--- src/rtl/picorv32_pcpi_issue_if.sv ---
// Request, PCPI and response signal bundle for the PCPI issue unit.
// The master view belongs to the issue unit. The slave view is the
// surrounding core plus the attached coprocessor.
interface picorv32_pcpi_issue_if;
   // request port from the core
   logic        req_valid;
   logic        req_ready;
   logic [31:0] req_insn;
   logic [31:0] req_rs1;
   logic [31:0] req_rs2;

   // PCPI bus towards the coprocessor
   logic        pcpi_valid;
   logic [31:0] pcpi_insn;
   logic [31:0] pcpi_rs1;
   logic [31:0] pcpi_rs2;
   logic        pcpi_wr;
   logic [31:0] pcpi_rd;
   logic        pcpi_wait;
   logic        pcpi_ready;

   // response port back to the core
   logic        rsp_valid;
   logic        rsp_ready;
   logic        rsp_wr;
   logic [31:0] rsp_rd;
   logic        rsp_trap;

   modport master (
      input  req_valid, req_insn, req_rs1, req_rs2,
      output req_ready,
      output pcpi_valid, pcpi_insn, pcpi_rs1, pcpi_rs2,
      input  pcpi_wr, pcpi_rd, pcpi_wait, pcpi_ready,
      output rsp_valid, rsp_wr, rsp_rd, rsp_trap,
      input  rsp_ready
   );

   modport slave (
      output req_valid, req_insn, req_rs1, req_rs2,
      input  req_ready,
      input  pcpi_valid, pcpi_insn, pcpi_rs1, pcpi_rs2,
      output pcpi_wr, pcpi_rd, pcpi_wait, pcpi_ready,
      input  rsp_valid, rsp_wr, rsp_rd, rsp_trap,
      output rsp_ready
   );
endinterface

--- src/rtl/picorv32_pcpi_issue.sv ---
// Core-side initiator of the PCPI coprocessor interface.
// The unit issues one instruction at a time and returns either the
// coprocessor result or a trap when no coprocessor claims the
// instruction before the timeout window expires.
module picorv32_pcpi_issue #(
   parameter int unsigned TIMEOUT_CYCLES = 16
) (
   input  logic                      clk,
   input  logic                      resetn,
   picorv32_pcpi_issue_if.master     bus,
   output logic                      busy
);

   localparam logic [7:0] TIMEOUT_LOAD = 8'(TIMEOUT_CYCLES);

   typedef enum logic [1:0] {
      S_IDLE  = 2'd0,
      S_ISSUE = 2'd1,
      S_RESP  = 2'd2
   } state_t;

   state_t      state, state_nxt;
   logic [7:0]  cnt, cnt_nxt, cnt_dec;

   logic        pcpi_valid_q;
   logic [31:0] pcpi_insn_q, pcpi_insn_nxt;
   logic [31:0] pcpi_rs1_q, pcpi_rs1_nxt;
   logic [31:0] pcpi_rs2_q, pcpi_rs2_nxt;
   logic        rsp_valid_q;
   logic        rsp_wr_q, rsp_wr_nxt;
   logic [31:0] rsp_rd_q, rsp_rd_nxt;
   logic        rsp_trap_q, rsp_trap_nxt;

   // saturating decrement: the counter never wraps below zero
   assign cnt_dec = (cnt == '0) ? '0 : cnt - 8'd1;

   // state register
   always_ff @(posedge clk or negedge resetn) begin
      if (!resetn) state <= S_IDLE;
      else         state <= state_nxt;
   end

   // next-state, timeout counter and captured-field decode
   always_comb begin
      state_nxt     = state;
      cnt_nxt       = cnt;
      pcpi_insn_nxt = pcpi_insn_q;
      pcpi_rs1_nxt  = pcpi_rs1_q;
      pcpi_rs2_nxt  = pcpi_rs2_q;
      rsp_wr_nxt    = rsp_wr_q;
      rsp_rd_nxt    = rsp_rd_q;
      rsp_trap_nxt  = rsp_trap_q;
      unique case (state)
         S_IDLE: begin
            if (bus.req_valid) begin
               pcpi_insn_nxt = bus.req_insn;
               pcpi_rs1_nxt  = bus.req_rs1;
               pcpi_rs2_nxt  = bus.req_rs2;
               cnt_nxt       = TIMEOUT_LOAD;
               state_nxt     = S_ISSUE;
            end
         end
         S_ISSUE: begin
            // a ready pulse beats a simultaneous expiry
            if (bus.pcpi_ready) begin
               rsp_wr_nxt   = bus.pcpi_wr;
               rsp_rd_nxt   = bus.pcpi_wr ? bus.pcpi_rd : '0;
               rsp_trap_nxt = 1'b0;
               state_nxt    = S_RESP;
            end else if (bus.pcpi_wait) begin
               cnt_nxt = TIMEOUT_LOAD;
            end else begin
               cnt_nxt = cnt_dec;
               if (cnt_dec == '0) begin
                  rsp_wr_nxt   = 1'b0;
                  rsp_rd_nxt   = '0;
                  rsp_trap_nxt = 1'b1;
                  state_nxt    = S_RESP;
               end
            end
         end
         S_RESP: begin
            if (bus.rsp_ready) state_nxt = S_IDLE;
         end
         default: state_nxt = S_IDLE;
      endcase
   end

   // registered outputs; valids are decoded from the next state so they
   // change on the same edge as the state itself
   always_ff @(posedge clk or negedge resetn) begin
      if (!resetn) begin
         cnt          <= '0;
         pcpi_valid_q <= 1'b0;
         pcpi_insn_q  <= '0;
         pcpi_rs1_q   <= '0;
         pcpi_rs2_q   <= '0;
         rsp_valid_q  <= 1'b0;
         rsp_wr_q     <= 1'b0;
         rsp_rd_q     <= '0;
         rsp_trap_q   <= 1'b0;
      end else begin
         cnt          <= cnt_nxt;
         pcpi_valid_q <= (state_nxt == S_ISSUE);
         pcpi_insn_q  <= pcpi_insn_nxt;
         pcpi_rs1_q   <= pcpi_rs1_nxt;
         pcpi_rs2_q   <= pcpi_rs2_nxt;
         rsp_valid_q  <= (state_nxt == S_RESP);
         rsp_wr_q     <= rsp_wr_nxt;
         rsp_rd_q     <= rsp_rd_nxt;
         rsp_trap_q   <= rsp_trap_nxt;
      end
   end

   assign bus.req_ready  = (state == S_IDLE);
   assign busy           = (state != S_IDLE);
   assign bus.pcpi_valid = pcpi_valid_q;
   assign bus.pcpi_insn  = pcpi_insn_q;
   assign bus.pcpi_rs1   = pcpi_rs1_q;
   assign bus.pcpi_rs2   = pcpi_rs2_q;
   assign bus.rsp_valid  = rsp_valid_q;
   assign bus.rsp_wr     = rsp_wr_q;
   assign bus.rsp_rd     = rsp_rd_q;
   assign bus.rsp_trap   = rsp_trap_q;

endmodule

--- src/flat_wrapper.sv ---
// flat-port wrapper written by rule: the top's interface ports become plain ports
module picorv32_pcpi_issue_flat 
#(
   parameter int unsigned TIMEOUT_CYCLES = 16
)
  (clk, resetn, busy, bus_req_valid, bus_req_insn, bus_req_rs1, bus_req_rs2, bus_req_ready, bus_pcpi_valid, bus_pcpi_insn, bus_pcpi_rs1, bus_pcpi_rs2, bus_pcpi_wr, bus_pcpi_rd, bus_pcpi_wait, bus_pcpi_ready, bus_rsp_valid, bus_rsp_wr, bus_rsp_rd, bus_rsp_trap, bus_rsp_ready);
  picorv32_pcpi_issue_if bus_i ();
  input  logic clk;
  input  logic resetn;
  output logic busy;
  input wire logic [$bits(bus_i.req_valid)-1:0] bus_req_valid;
  input wire logic [$bits(bus_i.req_insn)-1:0] bus_req_insn;
  input wire logic [$bits(bus_i.req_rs1)-1:0] bus_req_rs1;
  input wire logic [$bits(bus_i.req_rs2)-1:0] bus_req_rs2;
  output wire logic [$bits(bus_i.req_ready)-1:0] bus_req_ready;
  output wire logic [$bits(bus_i.pcpi_valid)-1:0] bus_pcpi_valid;
  output wire logic [$bits(bus_i.pcpi_insn)-1:0] bus_pcpi_insn;
  output wire logic [$bits(bus_i.pcpi_rs1)-1:0] bus_pcpi_rs1;
  output wire logic [$bits(bus_i.pcpi_rs2)-1:0] bus_pcpi_rs2;
  input wire logic [$bits(bus_i.pcpi_wr)-1:0] bus_pcpi_wr;
  input wire logic [$bits(bus_i.pcpi_rd)-1:0] bus_pcpi_rd;
  input wire logic [$bits(bus_i.pcpi_wait)-1:0] bus_pcpi_wait;
  input wire logic [$bits(bus_i.pcpi_ready)-1:0] bus_pcpi_ready;
  output wire logic [$bits(bus_i.rsp_valid)-1:0] bus_rsp_valid;
  output wire logic [$bits(bus_i.rsp_wr)-1:0] bus_rsp_wr;
  output wire logic [$bits(bus_i.rsp_rd)-1:0] bus_rsp_rd;
  output wire logic [$bits(bus_i.rsp_trap)-1:0] bus_rsp_trap;
  input wire logic [$bits(bus_i.rsp_ready)-1:0] bus_rsp_ready;
  assign bus_i.req_valid = bus_req_valid;
  assign bus_i.req_insn = bus_req_insn;
  assign bus_i.req_rs1 = bus_req_rs1;
  assign bus_i.req_rs2 = bus_req_rs2;
  assign bus_req_ready = bus_i.req_ready;
  assign bus_pcpi_valid = bus_i.pcpi_valid;
  assign bus_pcpi_insn = bus_i.pcpi_insn;
  assign bus_pcpi_rs1 = bus_i.pcpi_rs1;
  assign bus_pcpi_rs2 = bus_i.pcpi_rs2;
  assign bus_i.pcpi_wr = bus_pcpi_wr;
  assign bus_i.pcpi_rd = bus_pcpi_rd;
  assign bus_i.pcpi_wait = bus_pcpi_wait;
  assign bus_i.pcpi_ready = bus_pcpi_ready;
  assign bus_rsp_valid = bus_i.rsp_valid;
  assign bus_rsp_wr = bus_i.rsp_wr;
  assign bus_rsp_rd = bus_i.rsp_rd;
  assign bus_rsp_trap = bus_i.rsp_trap;
  assign bus_i.rsp_ready = bus_rsp_ready;
  picorv32_pcpi_issue #(.TIMEOUT_CYCLES(TIMEOUT_CYCLES)) u_core (.clk(clk), .resetn(resetn), .bus(bus_i), .busy(busy));
endmodule
--- config.mk ---
export PLATFORM = sky130hd
export DESIGN_NAME = picorv32_pcpi_issue_flat
export DESIGN_NICKNAME = d
export VERILOG_FILES = /design/src/rtl/picorv32_pcpi_issue_if.sv /design/src/rtl/picorv32_pcpi_issue.sv /design/src/flat_wrapper.sv
export SDC_FILE = /design/constraint.sdc
export NUM_CORES = 1
export LEC_CHECK = 0
export BUFFER_PORTS_ARGS = -buffer_cell sky130_fd_sc_hd__buf_2
export CAP_MARGIN = 20
export CORE_ASPECT_RATIO = 1.5
export CORE_UTILIZATION = 35
export DETAILED_ROUTE_END_ITERATION = 6
export PLACE_DENSITY = 0.68
export REMOVE_ABC_BUFFERS = 1
export SKIP_LAST_GASP = 1
export SYNTH_ARGS = -nofsm -noshare
export SYNTH_HDL_FRONTEND = slang
export SYNTH_SLANG_ARGS = --single-unit
--- constraint.sdc ---
create_clock -name clk -period 3.3 [get_ports clk]
set_input_delay 0.33 -clock clk [delete_from_list [all_inputs] [get_ports clk]]
set_output_delay 0.33 -clock clk [all_outputs]
set_load 0.01 [all_outputs]
==> results of run 1 <==
## layout by cell type (no fill, tap or decap), types with 3 or more instances in the layout
cell         n
buf_2      267
dfrtp_1    142
mux2_2      96
a22o_1      32
clkbuf_16   17
nor2_1      10
o21ai_0      9
a21oi_1      6
inv_6        6
inv_1        5
nand2_1      5
o41ai_1      4
a211o_1      3
bufinv_16    3
clkinv_4     3
## sequential cells by signal, indices dropped and copies added (netlist names)
name,count
u_core.state,2
u_core.bus.pcpi_rs2,32
u_core.cnt,8
u_core.bus.pcpi_insn,32
u_core.bus.rsp_rd,32
u_core.bus.pcpi_rs1,32
u_core.bus.rsp_valid,1
u_core.bus.rsp_wr,1
u_core.bus.rsp_trap,1
u_core.bus.pcpi_valid,1
## final cells by class
| cell class | instances | share of cell area, % |
|---|---|---|
| inverter | 5 | 0.245 |
| multi-input combinational | 197 | 23.8 |
| tap | 199 | 3.24 |
| sequential | 142 | 46.3 |
| clock inverter | 14 | 2.33 |
| clock buffer | 18 | 5.59 |
| timing repair buffer | 272 | 18.5 |
## layer usage
metal  share of wire [%]  up-vias  global-route usage, %
li1                    -     1876                      -
met2                  55      192                   31.3
met1                  37     1976                   17.4
met3                 6.0       19                   3.88
met4                 1.2        0                   5.37
met5                   0        -                      0
## worst max-delay path, delay by kind of cell (launching register included)
kind	cells	cell delay [ps]
AOI/OAI and AO/OA	3	980
and+or+nand+nor	1	490
DFF	1	430
adders and majority gates	1	190
buffers and inverters	1	110
## through the flow
step,std cells,instance area [sq um]
6_report,847,7670
5_1_grt,847,7670
4_1_cts,846,7650
3_5_place_dp,814,7040
3_3_place_gp,814,7040
2_1_floorplan,344,5390
## path summary, 6_finish.rpt
path	endpoint	slack [ps]	cells after the start	startpoint
min reg2reg	u_core.bus.rsp_rd[27]$_DFFE_PN0P_	500	1	u_core.bus.rsp_rd[27]$_DFFE_PN0P_
min	u_core.bus.pcpi_valid$_DFF_PN0_	-40	1	resetn
max reg2reg	u_core.bus.rsp_rd[9]$_DFFE_PN0P_	980	6	u_core.cnt[0]$_DFFE_PN0P_
max in group asynchronous	u_core.bus.pcpi_rs1[4]$_DFFE_PN0P_	2550	2	resetn
min in group clk	u_core.bus.rsp_rd[26]$_DFFE_PN0P_	140	2	bus_pcpi_rd[26]
max	u_core.bus.rsp_rd[9]$_DFFE_PN0P_	980	6	u_core.cnt[0]$_DFFE_PN0P_
## power by group through the flow
stage | Combinational (mW) | Sequential, mW | Clock (mW)
after floorplan | 1.37 | 3.34 | 0
after global placement | 2.83 | 2.98 | 0
after detailed placement | 2.92 | 3.01 | 0
after CTS | 2.92 | 3.00 | 2.02
after global routing | 3.12 | 3.10 | 2.10
final | 2.88 | 2.99 | 1.98
## cell families (layout without fill, tap and decap cells)
group	Yosys count	after routing	synth area share [%]
buffers and inverters	29	309	2.92
adders and majority gates	2	2	0.452
muxes	97	97	19.7
DFF	142	142	64.2
and+or+nand+nor	35	35	3.66
xor gates and xnor gates	1	1	0.158
AOI/OAI and AO/OA	62	62	8.91
==> reports/metrics.yaml, run 1 <==
outcome: "finished with violations"
violations: "negative hold slack"
share_comb_of_total_power_pct: 36.7
ys_seq_area_share_pct: 64.2
grt_max_degree: 86
synth_most_common_cell: "dfrtp_1"
crit_path_start_kind: "flop"
cp.arrival_ps: 2610
synth_area_sq_um: 5540
swShare_pct: 33.3
synth_area_per_cell_sq_um: 15.0
regArea_sq_um: 3550
die_x_microns: 105
slowest_delay_ps: 490
synth_top_cell_by_area: "dfrtp_1"
grt_util_all_layers_pct: 16.3
grt_pass1_wl_mm: 21.0
rows: 55
crit_chain: "inv_1 > ha_1 > or4b_1 > o22a_1 > o31a_4 > a22o_1"
cts_htree_levels: 4
initial_core_util_pct: 36.2
worst_slack_ps: 984
finalPower_mw: 7.85
cts_setup_buffers: 0
relSlewSlack_pct: 48.0
first_pass_iters: 4
synth_edf_count: 0
endpoint_kind: "flop"
clkLatencyLatePin_ps: 400
worstSetupPathType: "reg -> reg"
p_leak_nw: 3.85
crit_fanout: 32
fin_crit_ps: 2320
setup_viol: 0
cts.sinks: 142
nets: 772
synthTopCellsByCount: "dfrtp_1 (142), mux2_2 (96), a22o_1 (32)"
antenna_found_initial: 0
drc_errors: 0
worst_hold_slack_ps: -43.3
drive_above_1_share_pct: 62.7
io_pins: 269
cts_hold_buf: 0
via_per_inst: 4.80
hold_class: "in -> async"
synth_flop_cell: "dfrtp_1"
dr_total_vias: 4063
power_frac_clock_pct: 25.2
ys_top_cells_by_area: "dfrtp_1 (64%), mux2_2 (20%), a22o_1 (5.1%)"
maxCapViolCount: 0
timing.final.crit_share_pct: 70.2
cts_made_buffers: 17
clock.fmax_mhz: 432
power_frac_seq_pct: 38.1
area_growth_syn_to_layout_pct: 38.7
clockBufferDepth: 2
worst_slew_pin_slew_ps: 780
synth_cell_type_count: 37
grt_pass1_vias: 4261
crit_path_top_delay_cell: "or4b_1"
routedWlPerCell_microns: 15.7
hold_viol_final: 22
fin_skew_ps: 13.2
drt_iter0_markers: 159
gr-total-overflow: 0
dieArea_sq_um: 16300
finalSetupTns_ps: 0
diodes: 0
slew_viol_final: 0
ir_drop_mv: 0.589
required_ps: 3600
multi_input_area_sq_um: 1820
wl_mm: 13.3
fin_util_pct: 50.2
portBuffers: 268
cts.repair.resized: 0
synth_cells: 368
p_sw_mw: 2.61
pre_cts_ws_ps: 983
routabilityCongestion: 0.836
power_density_nw_per_um2: 1020
nFillCells: 1333
hpwl_mm: 9.68
yosysWarnings: 0
synth_top_area_share_pct: 64.2
async_flop_share_pct: 100
rsz0062_at_grt: "false"
clkSlewWorstSetupHoldPaths_ps: 70
die_h_microns: 156
core_sq_um: 15300
ant_nets: 0
cts_tree: "built"
ys_ff_latch: 142
clock-root-buffer: "clkbuf_16"
power.internal_mw: 5.24
Note: power is estimated with default switching activity, not from simulation.
==> run 2: changes to the inputs <==
ABC_AREA = 1   (was default)
PLACE_DENSITY = 0.69   (was 0.68)
clock period = 2.1 ns   (was 3.3 ns; I/O delays follow)
==> run 2 against run 1 <==
  * The run now ends clean
  * Synthesized cell count grew 20%
  * Power grew 58%
  * Non-clock buffer count grew 29
  * Largest power group is now combinational cells
==> reports/metrics.yaml, run 2 <==
cts_tree: "built"
routabilityCongestion: 0.859
ys_top_cells_by_area: "dfrtp_1 (62%), mux2_2 (19%), nand2_1 (5.5%)"
ys_ff_latch: 142
cts_made_buffers: 17
r2r_cells: 12
area_growth_syn_to_layout_pct: 42.7
first_pass_iters: 4
crit_family: "simple AND/OR/NAND/NOR gates"
synthTopCellsByCount: "dfrtp_1 (142), mux2_2 (96), nand2_1 (85)"
synth_edf_count: 0
clock-root-buffer: "clkbuf_16"
ant_nets: 0
synth_most_common_cell: "dfrtp_1"
worstSetupPathType: "reg -> reg"
nFillCells: 1465
relSlewSlack_pct: 64.0
grt_pass1_vias: 4734
portBuffers: 268
path_common_cell: "nand2_1"
regArea_sq_um: 3550
clockBufferDepth: 2
final_cells: 962
dpl_cell_area_sq_um: 7360
maxCapViolCount: 0
clock.fmax_mhz: 521
rsz0062_at_grt: "false"
endpoint_kind: "flop"
grt_pass1_wl_mm: 24.0
crit_fanout: 16
synth_area_per_cell_sq_um: 13.0
slowest_delay_ps: 400
die_x_microns: 107
required_ps: 2390
fin_crit_ps: 1920
multi_input_area_sq_um: 2030
slew_viol_final: 0
clkLatencyLatePin_ps: 410
synth_area_sq_um: 5750
core_sq_um: 16100
synth_cell_type_count: 27
hold_viol_final: 0
worst_hold_slack_ps: 5.77
diodes: 0
synth_flop_cell: "dfrtp_1"
ys_seq_area_share_pct: 61.8
crit_path_start_kind: "flop"
worst_slew_pin_slew_ps: 540
reg2reg_slack_ps: 180
layout_commonest_cell: "buf_2"
routedWlPerCell_microns: 15.5
grt_max_degree: 65
timing.final.crit_share_pct: 91.4
cts.sinks: 142
fin_skew_ps: 10.8
synth_top_cell_by_area: "dfrtp_1"
cp.arrival_ps: 2210
p_leak_nw: 4.23
setup_viol: 0
timing.critical_path.buf_inv: 2
power_density_nw_per_um2: 1510
synth_top_area_share_pct: 61.8
async_flop_share_pct: 100
die_h_microns: 159
worst_slack_ps: 181
drt_iter0_markers: 161
min_to: "u_core.bus.rsp_rd[24]$_DFFE_PN0P_"
synth_cells: 442
nets: 880
stdcell_area_sq_um: 8210
min-delay-start: "bus_pcpi_rd[24]"
wl_mm: 15.0
rows: 57
clkSlewWorstSetupHoldPaths_ps: 70
hpwl_mm: 10.6
yosysWarnings: 0
crit_cells: 12
io_pins: 269
pre_cts_ws_ps: 82.1
drc_errors: 0
antenna_found_initial: 0
final_cell_mix: "buf_2 (267), dfrtp_1 (142), mux2_2 (96)"
cts_htree_levels: 4
crit_chain: "inv_2 > ha_1 > nand2_1 > nor2_2 > nand2_4 > nand2_1 > nand3_1 > nor2_4 > nand3_4 > buf_12 > nand3_1 > nand2_1"
dieArea_sq_um: 17000
drive_above_1_share_pct: 59.9
rr_endpoint: "u_core.bus.rsp_rd[1]$_DFFE_PN0P_"
hold_class: "in -> reg"
min_path_cells: 3
crit_path_top_delay_cell: "dfrtp_1"
gr-total-overflow: 0
place_inst: 904
r2r-start: "u_core.cnt[0]$_DFFE_PN0P_"
ir_drop_mv: 0.642
initial_core_util_pct: 35.7
grt_util_all_layers_pct: 18.2
outcome: "finished, final reports clean"
via_per_inst: 4.64
dr_total_vias: 4467
==> run 2: cell count changes after synthesis, moves of 6 or more <==
cell      delta
clkbuf_1     -7
nand2_1     +80
inv_2        +7
nand3_1     +18
nand3_2     +27
inv_1        +6
a22o_1      -32
==> run 2: report_power, final <==
| group | internal, mW | switching, mW |
|---|---|---|
| Clock | 1.58 | 1.31 |
| Sequential | 3.99 | 0.662 |
| Combinational | 2.31 | 2.53 |
==> run 2: layer usage <==
metal / GRT usage, % / routed length (microns) / part of all wire (%) / vias to the layer above
met2: 31.9 / 7770 / 52 / 179
li1: - / - / - / 2103
met3: 4.26 / 869 / 5.8 / 40
met4: 9.15 / 597 / 4.0 / 0
met1: 20.5 / 5720 / 38 / 2145
met5: 0 / 0 / 0 / -
==> run 2: how the worst max path moves through the flow <==
stage                                              endpoint                      start  slack [ps]
after global routing       u_core.bus.rsp_rd[0]$_DFFE_PN0P_  u_core.cnt[0]$_DFFE_PN0P_           2
after global placement     u_core.bus.rsp_rd[0]$_DFFE_PN0P_  u_core.cnt[0]$_DFFE_PN0P_         130
after floorplan                   u_core.cnt[0]$_DFFE_PN0P_  u_core.state[1]$_DFF_PN0_       -1630
final                      u_core.bus.rsp_rd[1]$_DFFE_PN0P_  u_core.cnt[0]$_DFFE_PN0P_         180
after CTS                 u_core.bus.rsp_rd[29]$_DFFE_PN0P_  u_core.cnt[0]$_DFFE_PN0P_          60
after detailed placement   u_core.bus.rsp_rd[1]$_DFFE_PN0P_  u_core.cnt[0]$_DFFE_PN0P_          80
==> run 2: metrics by stage <==
stage | util (%) | setup TNS (ps) | power, mW
finish | 50.9 | 0 | 12.4
global placement | 45.7 | 0 | 9.40
detailed placement | 45.7 | 0 | 9.54
CTS | 50.7 | 0 | 12.5
floorplan | - | -120170 | 7.58
global route | 50.9 | 0 | 13.2
==> run 2: worst reg2reg max path, cell delays in order (launching register included) <==
cell and delay (ps):
dfrtp_1 400, inv_2 120, ha_1 160, nand2_1 60, nor2_2 130, nand2_4 100, nand2_1 90, nand3_1 130
nor2_4 150, nand3_4 130, buf_12 190, nand3_1 90, nand2_1 70
==> run 2: kinds of logic (layout without fill, tap and decap cells) <==
group                    Yosys count  count (layout)  synth area share, %
multiplexers                      96              96                 18.8
flip-flops                       142             142                 61.8
buffers and inverters             37             351                 3.09
XOR/XNOR                           1               1                0.152
adder cells (fa/ha/maj)            2               2                0.435
AO/OA/AOI/OAI                     16              16                 1.72
AND/OR/NAND/NOR                  148             148                 14.0
==> run 2: what timing repair did <==
item | in CTS | in global routing
endpoints found under the hold margin | 71 | 0
setup endpoints to repair | 0 | 32
buffers inserted | 0 | 1
gates resized for setup | 0 | 2
hold buffers | 24 | 0
==> run 2: final cells by class <==
type                    instances  share of cell area, %
flip-flops and latches        142                   43.3
inverters                      18                  0.823
repair buffers                301                   21.0
multi-input cells             263                   24.8
clock inverters                15                   1.78
clock buffers                  17                   5.18
well taps                     206                   3.14
==> run 3: changes to the inputs <==
BUFFER_PORTS_ARGS = default   (was -buffer_cell sky130_fd_sc_hd__buf_2)
CELL_PAD_IN_SITES_DETAIL_PLACEMENT = 0   (was default)
CELL_PAD_IN_SITES_GLOBAL_PLACEMENT = 1   (was default)
DONT_BUFFER_PORTS = 1   (was default)
PLACE_DENSITY = 0.67   (was 0.69)
==> run 3 against run 2 <==
  * The flow now finishes with violations (negative hold slack)
  * Critical path depth unchanged
  * Clock skew is 0.57 ps higher
  * Setup slack worse by 57 ps
==> reports/metrics.yaml, run 3 (synthesis results as in run 2) <==
wl_mm: 14.0
p_leak_nw: 3.55
clockBufferDepth: 2
worstSetupPathType: "reg -> reg"
initial_core_util_pct: 35.7
cts_tree: "built"
power_density_nw_per_um2: 1460
fin_crit_ps: 1980
worst_slew_pin_slew_ps: 571
cts.sinks: 142
crit_fanout: 17
drive_above_1_share_pct: 30.4
timing.final.crit_share_pct: 94.1
outcome: "finished with violations"
dr_total_vias: 3846
die_x_microns: 107
grt_pass1_vias: 4241
routedWlPerCell_microns: 17.6
finalSetupTns_ps: 0
io_pins: 269
drc_errors: 0
finalPower_mw: 11.5
hold_viol_final: 142
ant_nets: 0
fin_util_pct: 48.9
final_cell_mix: "dfrtp_1 (142), dlygate4sd3_1 (131), mux2_2 (96)"
stdcell_area_sq_um: 7890
violations: "negative hold slack"
slew_viol_final: 0
hpwl_mm: 9.29
clkSlewWorstSetupHoldPaths_ps: 70
dpl_cell_area_sq_um: 5980
grt_pass1_wl_mm: 22.0
routabilityCongestion: 0.860
drt_iter0_markers: 162
nets: 714
core_sq_um: 16100
nFillCells: 1435
clock.fmax_mhz: 506
fin_skew_ps: 11.4
gr-total-overflow: 0
clkLatencyLatePin_ps: 410
grt_util_all_layers_pct: 16.9
hold_class: "in -> async"
ir_drop_mv: 0.599
grt_max_degree: 143
dieArea_sq_um: 17000
relSlewSlack_pct: 61.9
clock-root-buffer: "clkbuf_16"
cts_made_buffers: 17
diodes: 0
layout_commonest_cell: "dfrtp_1"
worst_hold_slack_ps: -513
via_per_inst: 4.84
crit_path_start_kind: "flop"
portBuffers: 0
endpoint_kind: "flop"
maxCapViolCount: 0
die_h_microns: 159
cts_htree_levels: 4
required_ps: 2400
rows: 57
cts_hold_buf: 131
setup_viol: 0
cp.arrival_ps: 2270
cts_setup_buffers: 0
antenna_found_initial: 0
area_growth_syn_to_layout_pct: 37.1
first_pass_iters: 4
## run 3: changes by cell type in the layout (fill, tap and decap cells not counted), sizes merged
| cell | before | now |
|---|---|---|
| buf | 276 | 4 |
| bufinv | 0 | 2 |
| clkinvlp | 1 | 2 |
| dlygate4sd3 | 24 | 131 |
| inv | 28 | 23 |
## run 3: final cells by class
cell class	count	area, sq um	area share (%)
Sequential cell	142	3550	45.1
Multi-Input combinational cell	263	2030	25.8
Timing Repair Buffer	135	1380	17.5
Clock buffer	18	439	5.57
Tap cell	206	258	3.27
Clock inverter	13	156	1.98
Inverter	18	67.6	0.857
## run 3: worst paths after layout
| kind | from | endpoint | slack (ps) | cells after the start |
|---|---|---|---|---|
| max | u_core.cnt[0]$_DFFE_PN0P_ | u_core.bus.rsp_rd[1]$_DFFE_PN0P_ | 120 | 12 |
| min | resetn | u_core.bus.pcpi_insn[17]$_DFFE_PN0P_ | -510 | 0 |
| max reg2reg | u_core.cnt[0]$_DFFE_PN0P_ | u_core.bus.rsp_rd[1]$_DFFE_PN0P_ | 120 | 12 |
| min reg2reg | u_core.bus.pcpi_rs1[3]$_DFFE_PN0P_ | u_core.bus.pcpi_rs1[3]$_DFFE_PN0P_ | 580 | 1 |
| max in group asynchronous | resetn | u_core.bus.pcpi_insn[26]$_DFFE_PN0P_ | 2350 | 0 |
| min in group clk | bus_pcpi_wait | u_core.state[0]$_DFF_PN0_ | 200 | 4 |
## run 3: routing by layer
layer,global-route usage [%],wire [microns]
met1,18.0,5040
met2,30.4,7630
met3,4.38,843
met4,8.53,450
met5,0,0
## run 3: stage by stage
stage                     worst slack, ps  std cells
final                                 123        795
after global routing                -50.0        795
after CTS                            83.1        795
after detailed placement              113        633
after global placement                130        633
after floorplan                     -1630        423
## run 3: timing repair
| action | in CTS | in global routing |
|---|---|---|
| hold endpoints to repair | 274 | 142 |
| gates resized for setup | 0 | 2 |
| setup endpoints to repair | 0 | 33 |
## run 3: power by group
part | total [mW] | switching, mW | leakage [nW] | internal, mW
logic | 2.87 | 1.34 | 1.54 | 1.53
registers | 5.59 | 1.59 | 1.72 | 4.00
clock network | 3.02 | 1.21 | 0.286 | 1.80
total | 11.5 | 4.15 | 3.55 | 7.33
## run 3: worst max-delay path, stage by stage (launching register included)
cell	delay [ps]
dfrtp_1	400
inv_2	110
ha_1	160
nand2_1	80
nor2_2	150
nand2_4	110
nand3_1	120
nand2_1	110
nor2_4	160
nand3_4	140
buf_12	190
nand3_1	70
nand2_1	70
